[config.mk]
export PLATFORM = sky130hd
export DESIGN_NAME = fpu_bus_master
export DESIGN_NICKNAME = d
export VERILOG_FILES = /design/src/rtl/fpu_bus_master.sv
export SDC_FILE = /design/constraint.sdc
export NUM_CORES = 1
export LEC_CHECK = 0
export ABC_AREA = 1
export CORE_ASPECT_RATIO = 0.5
export CORE_MARGIN = 2
export CORE_UTILIZATION = 55
export DETAILED_ROUTE_END_ITERATION = 10
export MAX_ROUTING_LAYER = met4
export PLACE_DENSITY = 0.86
export SLEW_MARGIN = 0
export SYNTH_ARGS = -nofsm -noshare
export SYNTH_HDL_FRONTEND = slang
export SYNTH_SLANG_ARGS = --single-unit
[constraint.sdc]
create_clock -name clk -period 3.3 [get_ports clk]
set_clock_uncertainty 0.05 [all_clocks]
set_input_delay 0.66 -clock clk [delete_from_list [all_inputs] [get_ports clk]]
set_output_delay 0.66 -clock clk [all_outputs]
set_load 0.02 [all_outputs]
[src/rtl/fpu_bus_master.sv]
// fpu_bus_master
// Hardware initiator for the FPU's byte-wide CPU-side register interface.
// Takes one request (operand A, operand B, operation code), writes the ten
// FPU registers (A bytes, B bytes, operation, start), waits for cmd_end,
// reads the four result bytes back, acknowledges with end_ack and returns
// the 32-bit result (or a timeout indication) on a valid/ready port.
//
// Ports:
//   clk, arst_n                 clock, asynchronous active-low reset
//   req_valid/req_ready         request handshake
//   req_op_a/req_op_b           32-bit operands
//   req_operation               8-bit operation code
//   rsp_valid/rsp_ready         response handshake
//   rsp_result/rsp_timeout      32-bit result, timeout qualifier
//   fpu_addr/fpu_data_out       FPU register address and write data
//   fpu_data_in                 FPU read data
//   fpu_cs_n/fpu_rd_n/fpu_wr_n  active-low chip select and strobes
//   fpu_end_ack/fpu_cmd_end     command-end handshake with the FPU
//   busy                        high whenever not idle
module fpu_bus_master #(
    parameter int STROBE_CYCLES  = 1,
    parameter int TIMEOUT_CYCLES = 65535
) (
    input  logic        clk,
    input  logic        arst_n,
    input  logic        req_valid,
    output logic        req_ready,
    input  logic [31:0] req_op_a,
    input  logic [31:0] req_op_b,
    input  logic [7:0]  req_operation,
    output logic        rsp_valid,
    input  logic        rsp_ready,
    output logic [31:0] rsp_result,
    output logic        rsp_timeout,
    output logic [3:0]  fpu_addr,
    output logic [7:0]  fpu_data_out,
    input  logic [7:0]  fpu_data_in,
    output logic        fpu_cs_n,
    output logic        fpu_rd_n,
    output logic        fpu_wr_n,
    output logic        fpu_end_ack,
    input  logic        fpu_cmd_end,
    output logic        busy
);

    typedef enum logic [2:0] {
        ST_IDLE, ST_WRITE, ST_WAIT_END, ST_READ, ST_ACK, ST_RESPOND
    } state_t;

    // Each access: SETUP -> STROBE -> HOLD, then GAP (cs_n high) before the next.
    typedef enum logic [1:0] {
        PH_SETUP, PH_STROBE, PH_HOLD, PH_GAP
    } phase_t;

    localparam logic [3:0]  STROBE_LAST = 4'(STROBE_CYCLES);
    localparam logic [15:0] TMO_LAST    = 16'(TIMEOUT_CYCLES - 1);
    localparam logic [3:0]  WR_LAST     = 4'd9;
    localparam logic [3:0]  RD_LAST     = 4'd3;
    localparam logic [3:0]  RD_BASE     = 4'd9;

    // Write data for access index: A bytes, B bytes, operation, then start (0).
    function automatic logic [7:0] wr_byte(input logic [3:0] idx, input logic [31:0] a,
                                           input logic [31:0] b, input logic [7:0] op);
        logic [7:0] r;
        case (idx)
            4'd0:    r = a[7:0];
            4'd1:    r = a[15:8];
            4'd2:    r = a[23:16];
            4'd3:    r = a[31:24];
            4'd4:    r = b[7:0];
            4'd5:    r = b[15:8];
            4'd6:    r = b[23:16];
            4'd7:    r = b[31:24];
            4'd8:    r = op;
            default: r = 8'h00;
        endcase
        return r;
    endfunction

    state_t      state_r;
    phase_t      phase_r;
    logic [3:0]  idx_r;
    logic [3:0]  strb_cnt_r;
    logic [15:0] tmo_cnt_r;
    logic [31:0] op_a_r;
    logic [31:0] op_b_r;
    logic [7:0]  oper_r;
    logic [31:0] result_r;
    logic [1:0]  cmd_sync_r;
    logic        cmd_end_s;
    logic [3:0]  next_idx_s;
    logic [3:0]  last_idx_s;
    logic [15:0] tmo_next_s;

    assign cmd_end_s  = cmd_sync_r[1];
    assign next_idx_s = idx_r + 4'd1;

    // Index of the final access of the current bus phase, and saturating timeout increment.
    always_comb begin
        last_idx_s = WR_LAST;
        if (state_r == ST_READ) begin
            last_idx_s = RD_LAST;
        end else begin
            last_idx_s = WR_LAST;
        end
        if (tmo_cnt_r == 16'hFFFF) begin
            tmo_next_s = tmo_cnt_r;
        end else begin
            tmo_next_s = tmo_cnt_r + 16'd1;
        end
    end

    // Two-flop synchronizer for the asynchronous cmd_end input.
    always_ff @(posedge clk or negedge arst_n) begin
        if (!arst_n) begin
            cmd_sync_r <= 2'b00;
        end else begin
            cmd_sync_r <= {cmd_sync_r[0], fpu_cmd_end};
        end
    end

    // Transaction FSM; every bus and handshake output is a register of this block.
    always_ff @(posedge clk or negedge arst_n) begin
        if (!arst_n) begin
            state_r      <= ST_IDLE;
            phase_r      <= PH_SETUP;
            idx_r        <= 4'd0;
            strb_cnt_r   <= 4'd0;
            tmo_cnt_r    <= 16'd0;
            op_a_r       <= 32'd0;
            op_b_r       <= 32'd0;
            oper_r       <= 8'd0;
            result_r     <= 32'd0;
            req_ready    <= 1'b1;
            rsp_valid    <= 1'b0;
            rsp_result   <= 32'd0;
            rsp_timeout  <= 1'b0;
            fpu_addr     <= 4'd0;
            fpu_data_out <= 8'd0;
            fpu_cs_n     <= 1'b1;
            fpu_rd_n     <= 1'b1;
            fpu_wr_n     <= 1'b1;
            fpu_end_ack  <= 1'b0;
            busy         <= 1'b0;
        end else begin
            case (state_r)
                ST_IDLE: begin
                    if (req_valid) begin
                        op_a_r       <= req_op_a;
                        op_b_r       <= req_op_b;
                        oper_r       <= req_operation;
                        state_r      <= ST_WRITE;
                        phase_r      <= PH_SETUP;
                        idx_r        <= 4'd0;
                        fpu_cs_n     <= 1'b0;
                        fpu_addr     <= 4'd0;
                        fpu_data_out <= req_op_a[7:0];
                        req_ready    <= 1'b0;
                        busy         <= 1'b1;
                    end
                end
                ST_WRITE, ST_READ: begin
                    case (phase_r)
                        PH_SETUP: begin
                            phase_r    <= PH_STROBE;
                            strb_cnt_r <= 4'd1;
                            if (state_r == ST_WRITE) begin
                                fpu_wr_n <= 1'b0;
                            end else begin
                                fpu_rd_n <= 1'b0;
                            end
                        end
                        PH_STROBE: begin
                            if (strb_cnt_r == STROBE_LAST) begin
                                phase_r  <= PH_HOLD;
                                fpu_wr_n <= 1'b1;
                                fpu_rd_n <= 1'b1;
                                // Sampled on the edge that ends the strobe, rd_n still low.
                                if (state_r == ST_READ) begin
                                    result_r[{idx_r[1:0], 3'b000} +: 8] <= fpu_data_in;
                                end
                            end else begin
                                strb_cnt_r <= strb_cnt_r + 4'd1;
                            end
                        end
                        PH_HOLD: begin
                            fpu_cs_n <= 1'b1;
                            if (idx_r == last_idx_s) begin
                                tmo_cnt_r <= 16'd0;
                                if (state_r == ST_WRITE) begin
                                    state_r <= ST_WAIT_END;
                                end else begin
                                    state_r     <= ST_ACK;
                                    fpu_end_ack <= 1'b1;
                                end
                            end else begin
                                phase_r <= PH_GAP;
                            end
                        end
                        PH_GAP: begin
                            idx_r    <= next_idx_s;
                            phase_r  <= PH_SETUP;
                            fpu_cs_n <= 1'b0;
                            if (state_r == ST_WRITE) begin
                                fpu_addr     <= next_idx_s;
                                fpu_data_out <= wr_byte(next_idx_s, op_a_r, op_b_r, oper_r);
                            end else begin
                                fpu_addr <= RD_BASE + next_idx_s;
                            end
                        end
                        default: phase_r <= PH_SETUP;
                    endcase
                end
                ST_WAIT_END: begin
                    if (cmd_end_s) begin
                        state_r      <= ST_READ;
                        phase_r      <= PH_SETUP;
                        idx_r        <= 4'd0;
                        fpu_cs_n     <= 1'b0;
                        fpu_addr     <= RD_BASE;
                        fpu_data_out <= 8'd0;
                    end else if (tmo_cnt_r == TMO_LAST) begin
                        state_r     <= ST_RESPOND;
                        rsp_valid   <= 1'b1;
                        rsp_timeout <= 1'b1;
                        rsp_result  <= 32'd0;
                    end else begin
                        tmo_cnt_r <= tmo_next_s;
                    end
                end
                ST_ACK: begin
                    if (!cmd_end_s) begin
                        fpu_end_ack <= 1'b0;
                        state_r     <= ST_RESPOND;
                        rsp_valid   <= 1'b1;
                        rsp_timeout <= 1'b0;
                        rsp_result  <= result_r;
                    end else if (tmo_cnt_r == TMO_LAST) begin
                        fpu_end_ack <= 1'b0;
                        state_r     <= ST_RESPOND;
                        rsp_valid   <= 1'b1;
                        rsp_timeout <= 1'b1;
                        rsp_result  <= 32'd0;
                    end else begin
                        tmo_cnt_r <= tmo_next_s;
                    end
                end
                ST_RESPOND: begin
                    if (rsp_ready) begin
                        rsp_valid   <= 1'b0;
                        rsp_timeout <= 1'b0;
                        state_r     <= ST_IDLE;
                        req_ready   <= 1'b1;
                        busy        <= 1'b0;
                    end
                end
                default: begin
                    state_r   <= ST_IDLE;
                    req_ready <= 1'b1;
                    busy      <= 1'b0;
                end
            endcase
        end
    end

endmodule
### After elaboration in Yosys (flattened, before gate mapping)

Cells that the tools add are included.

* register bits: 187
* bits of input ports: 85
* logic and storage cells: 165
* output and inout bits: 52

* equality and inequality tests: 38
* muxes and demuxes: 72
* add/subtract/negate cells: 5
* shift-type cells: 2
* bitwise logic cells: 1
* reduce and logical (&&, ||, !) cells: 26

Operators by type and width (count)
* $mux W16: 6
* $mux W32: 3
* $pmux W8 S9: 1
* $pmux W32 S2: 1
* $pmux W16 S3: 1
* $bwmux W32: 1
* $eq A16 B16 Y1 const B: 2
* $mux W4: 8
* $mux W8: 4
* $shift A8 B7 Y32 const A: 1
* $shiftx A8 B7 Y32: 1
* $ne A2 B2 Y1 const B: 13
* $mux W3: 8
* $pmux W4 S3: 2
* $pmux W8 S3: 1
* $reduce_and A4 Y1: 6
* $reduce_and A5 Y1: 4
* $mux W1: 19
* $add A16 B1 Y16 const B: 1
* $eq A4 B3 Y1 const B: 4
* $pmux W1 S3: 5
* $pmux W3 S5: 1
* $ne A3 B3 Y1 const B: 3
* $reduce_and A3 Y1: 3
* 28 further kinds: 45

### Longest topological paths before layout

* word-level depth: 6
* mapped depth: 14
* depth with buffers taken out: 12

### Worst setup path before layout

OpenSTA, ideal clock, no wires.

* path type: reg2reg
* start: register idx_r[0]
* end: register fpu_addr[3]
* period minus slack after synthesis: 2.044 ns
* stages on the path, launching flop included: 10
* setup time: 0.119 ns
* slack: 1.256 ns
* required time: 3.131 ns
* buffers on the path: 0
* arrival time: 1.875 ns
* cells stage by stage: dfrtp_1 > inv_1 > ha_1 > clkinv_1 > nor2_1 > nand2_1 > nand3_1 > nand3_1 > o22ai_1 > inv_1

* longest elaborated chain between the ends: 5

RTL lines
* from (decl): RTL line 82 `logic [3:0] idx_r;`
* from (signal assigned): RTL line 201 `idx_r <= next_idx_s;`
* $add A4 B1 Y4 *: RTL line 96 `assign next_idx_s = idx_r + 4'd1;`
* $add A4 B4 Y4: RTL line 208 `fpu_addr <= RD_BASE + next_idx_s;`
* $mux W4 *: RTL line 204 `if (state_r == ST_WRITE) begin`
* $mux W4 *: RTL line 163 `case (phase_r)`
* $pmux W4 S3 *: RTL line 146 `case (state_r)`
* to (signal assigned): RTL line 205 `fpu_addr <= next_idx_s;`
* to (signal assigned): RTL line 208
* to (decl): RTL line 35 `output logic [3:0] fpu_addr,`

Mark *: on every way between the ends. The rest lies on a longest branch, timed or not. The select of a mux whose other input is x is not followed.
A chain may end at the register's enable or synchronous reset.

### Final worst setup path

Ends and elaborated chain as after synthesis.

==> flow_metrics.py <==
metrics = {
    "outcome": {
        "outcome": "finished clean",
    },
    "finish": {
        "drive_above_1_share_pct": 6.99,
        "filler_cell_count": 1245,
        "final_nets": 1333,
        "areaGrowthSynthToFinish_pct": 24.5,
        "diodes": 0,
    },
    "power_and_ir_drop": {
        "ir_drop_mv": 0.469,
        "powerDensity_nw_per_um2": 912,
        "total_leakage_power_nw": 5.31,
    },
    "setup_path": {
        "crit_type": "flop to flop",
        "critical-path-slowest-cell": "sky130_fd_sc_hd__ha_1",
        "worst-endpoint-required_ns": 3.57,
        "crit_fanout": 11,
        "worstSetupEndpointType": "flop",
        "crit_path_max_incr_delay_ns": 0.55,
        "critical_path.cell_chain": "inv_1, ha_1, clkinv_1, nor2_1, nand2_1, nand3_1, nand3_1, o22ai_1, inv_1",
        "worstPathArrival_ns": 2.75,
        "critical_path.startpoint_type": "flop",
        "cp_num_buf_inv": 3,
        "family_with_the_most_delay_on_the_worst_path": "buffers and inverters",
    },
    "sta": {
        "final.setup.worst_slack_ns": 0.820,
        "fmax_mhz": 403,
        "setup-tns-final_ns": 0,
        "timing_max_transition_violations_final": 0,
        "min_period_ns": 2.48,
        "rsz0062_at_grt": "false",
        "finalSetupViolCount": 0,
        "hold_viol": 0,
        "fin_crit_sh_pct": 75.2,
        "maxSlewHeadroom_pct": 40.5,
        "slew_of_the_pin_with_the_lowest_slew_margin_ns": 0.890,
    },
    "logic_synthesis": {
        "syn-mean-instance-area_um2": 8.10,
        "synth-async-reset-ratio_pct": 100,
        "synth_fp_nets": 1212,
        "synth-seq-area-share_pct": 52.0,
        "synth.largest_area_cell": "sky130_fd_sc_hd__dfrtp_1",
        "synth.ff_latch_count": 187,
        "post_synth_num_cell_types": 42,
        "ys_top_cells_by_area": "sky130_fd_sc_hd__dfrtp_1, sky130_fd_sc_hd__nand2_1, sky130_fd_sc_hd__o21ai_0, sky130_fd_sc_hd__nand4_1, sky130_fd_sc_hd__nor2_1",
        "synth_top_area_share_pct": 50.8,
        "synthesis.yosys.warnings": 0,
        "number_of_flops_mapped_to_enable_cells_by_yosys": 0,
        "syn-instance-count": 1112,
        "mappedNetlistArea_um2": 9010,
        "postSynth.topFlopCell": "sky130_fd_sc_hd__dfrtp_1",
    },
    "placed_design": {
        "place_congestion": 0.926,
        "io_buffers": 136,
        "detailed_place_hpwl_um": 16300,
        "post-place-ws_ns": 0.930,
    },
    "clock_network": {
        "cts.sinks": 187,
        "tritoncts": "built",
        "cts_root_buffer": "sky130_fd_sc_hd__clkbuf_16",
        "clk_transition_reported_paths_ns": 0.07,
        "cts_max_level": 4,
        "insertion_delay_ns": 0.43,
        "numCtsBuffers": 17,
        "postCtsHoldBufs": 0,
        "post_cts_resize_count": 0,
        "cts_max_path_buffers": 2,
        "cts.repair_timing.setup_buffer_count": 0,
    },
    "global_route": {
        "grt.total_usage_pct": 29.4,
        "largest_net_degree_at_the_start_of_global_routing": 95,
        "grt_overflow": 0,
        "grtUsageMet3_pct": 5.05,
        "grt_pass1_vias": 8103,
        "top_usage_layer": "met2",
        "gr-usage-met2_pct": 46.4,
        "antenna_violations_before_repair": 0,
        "groute.layer.met1.usage_pct": 38.7,
        "wire_length_of_the_first_global_routing_pass_um": 39400,
    },
    "drt": {
        "drtPass1Iterations": 6,
        "drt-initial-drc-count": 900,
        "route.detailed.wl_per_inst_um": 15.9,
        "drc": 0,
        "drt_wl_total_um": 23400,
        "detail_route.vias_per_cell": 5.58,
        "postRouteAntennaNets": 0,
        "num_vias": 8211,
    },
    "hold_path": {
        "hold_class": "input pin to asynchronous set/reset pin",
    },
    "floorplan": {
        "pin_count": 137,
        "die_height_um": 94.5,
        "std_cell_rows": 33,
        "die_w_um": 185,
        "initial_utilization_pct": 55.7,
        "die_area_um2": 17500,
        "floorplan.core_area_um2": 16200,
    },
    "run": {
        "cap_violations": 0,
    },
}
==> cells in the mapped netlist, types with 2 or more instances <==
library cell	count
sky130_fd_sc_hd__o31ai_1	2
sky130_fd_sc_hd__nor3_1	6
sky130_fd_sc_hd__buf_2	17
sky130_fd_sc_hd__inv_2	10
sky130_fd_sc_hd__inv_1	99
sky130_fd_sc_hd__buf_6	2
sky130_fd_sc_hd__clkbuf_1	31
sky130_fd_sc_hd__nand2_1	303
sky130_fd_sc_hd__xor2_1	8
sky130_fd_sc_hd__nand2_4	3
sky130_fd_sc_hd__dfrtp_1	183
sky130_fd_sc_hd__a31oi_1	2
sky130_fd_sc_hd__o21ai_2	2
sky130_fd_sc_hd__o211ai_1	3
sky130_fd_sc_hd__nand2_2	3
sky130_fd_sc_hd__a21oi_1	27
sky130_fd_sc_hd__xnor2_1	2
sky130_fd_sc_hd__nor2_4	5
sky130_fd_sc_hd__clkinv_1	3
sky130_fd_sc_hd__ha_1	15
sky130_fd_sc_hd__o21ai_1	18
sky130_fd_sc_hd__nand4_1	64
sky130_fd_sc_hd__nand3_2	3
sky130_fd_sc_hd__clkbuf_2	2
sky130_fd_sc_hd__o21ai_0	124
sky130_fd_sc_hd__nor2_2	4
sky130_fd_sc_hd__nand3_1	49
sky130_fd_sc_hd__o22ai_1	3
sky130_fd_sc_hd__nand3b_1	2
sky130_fd_sc_hd__nor2_1	102
sky130_fd_sc_hd__dfstp_2	4
==> layout make-up <==
cell class	instances	area, µm²	area share [%]
timing repair buffer	155	1520	13.5
sequential	187	4680	41.7
clock inverter	12	210	1.87
tap	227	284	2.53
clock buffer	18	429	3.82
multi-input combinational	760	3680	32.8
inverter	112	420	3.75
==> final timing paths <==
check                      cells after the start            end  slack, ns           from
min                                            1  tmo_cnt_r[13]       0.20         arst_n
max in group asynchronous                      2     op_a_r[17]       2.12         arst_n
min reg2reg                                    0  cmd_sync_r[1]       0.30  cmd_sync_r[0]
max reg2reg                                    9    fpu_addr[3]       0.82       idx_r[0]
min in group clk                               0  cmd_sync_r[1]       0.30  cmd_sync_r[0]
max                                            9    fpu_addr[3]       0.82       idx_r[0]
==> routing by layer <==
| layer | routed length (µm) | vias to the layer above |
|---|---|---|
| li1 | - | 3852 |
| met1 | 10200 | 3903 |
| met5 | 0 | - |
| met3 | 1560 | 70 |
| met2 | 11100 | 386 |
| met4 | 626 | 0 |
==> sequential cells by signal, indices dropped and copies added (netlist names), 2 cells and up <==
register	flops
op_a_r	32
op_b_r	32
result_r	32
rsp_result	32
tmo_cnt_r	16
fpu_data_out	8
oper_r	8
fpu_addr	4
idx_r	4
strb_cnt_r	4
state_r	3
cmd_sync_r	2
phase_r	2
==> where the power goes <==
part | leakage, nW | switching, W | internal (W)
registers | 2.25 | 0.000507 | 0.00324
clock network | 0.314 | 0.000923 | 0.00135
logic | 2.74 | 0.00271 | 0.00150
total | 5.31 | 0.00414 | 0.00610
==> layout by cell type, fill, tap and decap left out, types with 4 or more instances in the layout <==
master,count
sky130_fd_sc_hd__nand2_1,303
sky130_fd_sc_hd__dfrtp_1,183
sky130_fd_sc_hd__clkdlybuf4s50_1,135
sky130_fd_sc_hd__o21ai_0,124
sky130_fd_sc_hd__nor2_1,101
sky130_fd_sc_hd__inv_1,99
sky130_fd_sc_hd__nand4_1,64
sky130_fd_sc_hd__nand3_1,49
sky130_fd_sc_hd__a21oi_1,27
sky130_fd_sc_hd__o21ai_1,18
sky130_fd_sc_hd__buf_4,18
sky130_fd_sc_hd__clkbuf_16,17
sky130_fd_sc_hd__ha_1,15
sky130_fd_sc_hd__inv_2,10
sky130_fd_sc_hd__xor2_1,8
sky130_fd_sc_hd__nor2_4,6
sky130_fd_sc_hd__nor3_1,6
sky130_fd_sc_hd__bufinv_16,5
sky130_fd_sc_hd__nor2_2,4
sky130_fd_sc_hd__inv_6,4
sky130_fd_sc_hd__dfstp_2,4
==> stage by stage <==
| step | hold WS [ns] | cells | util (%) | power [W] | instance area (µm²) |
|---|---|---|---|---|---|
| 3_5_place_dp | 0.292 | 1441 | 65.4 | 0.00793 | 10600 |
| 6_report | 0.203 | 1471 | 69.3 | 0.0102 | 11200 |
| 5_1_grt | 0.278 | 1471 | 69.3 | 0.0109 | 11200 |
| 2_1_floorplan | 0.281 | 1112 | - | 0.00638 | 9010 |
| 3_3_place_gp | 0.289 | 1441 | 65.4 | 0.00774 | 10600 |
| 4_1_cts | 0.263 | 1471 | 69.3 | 0.0102 | 11200 |
==> kinds of logic after synthesis <==
logic type	after synthesis	synth area share (%)
AO/OA/AOI/OAI	187	10.9
adder cells (fa/ha/maj)	15	2.08
flip-flops	187	52.0
XOR/XNOR	10	0.972
AND/OR/NAND/NOR	547	26.6
multiplexers	1	0.111
buffers and inverters	165	7.30
Power figures use the tool's default switching activity.
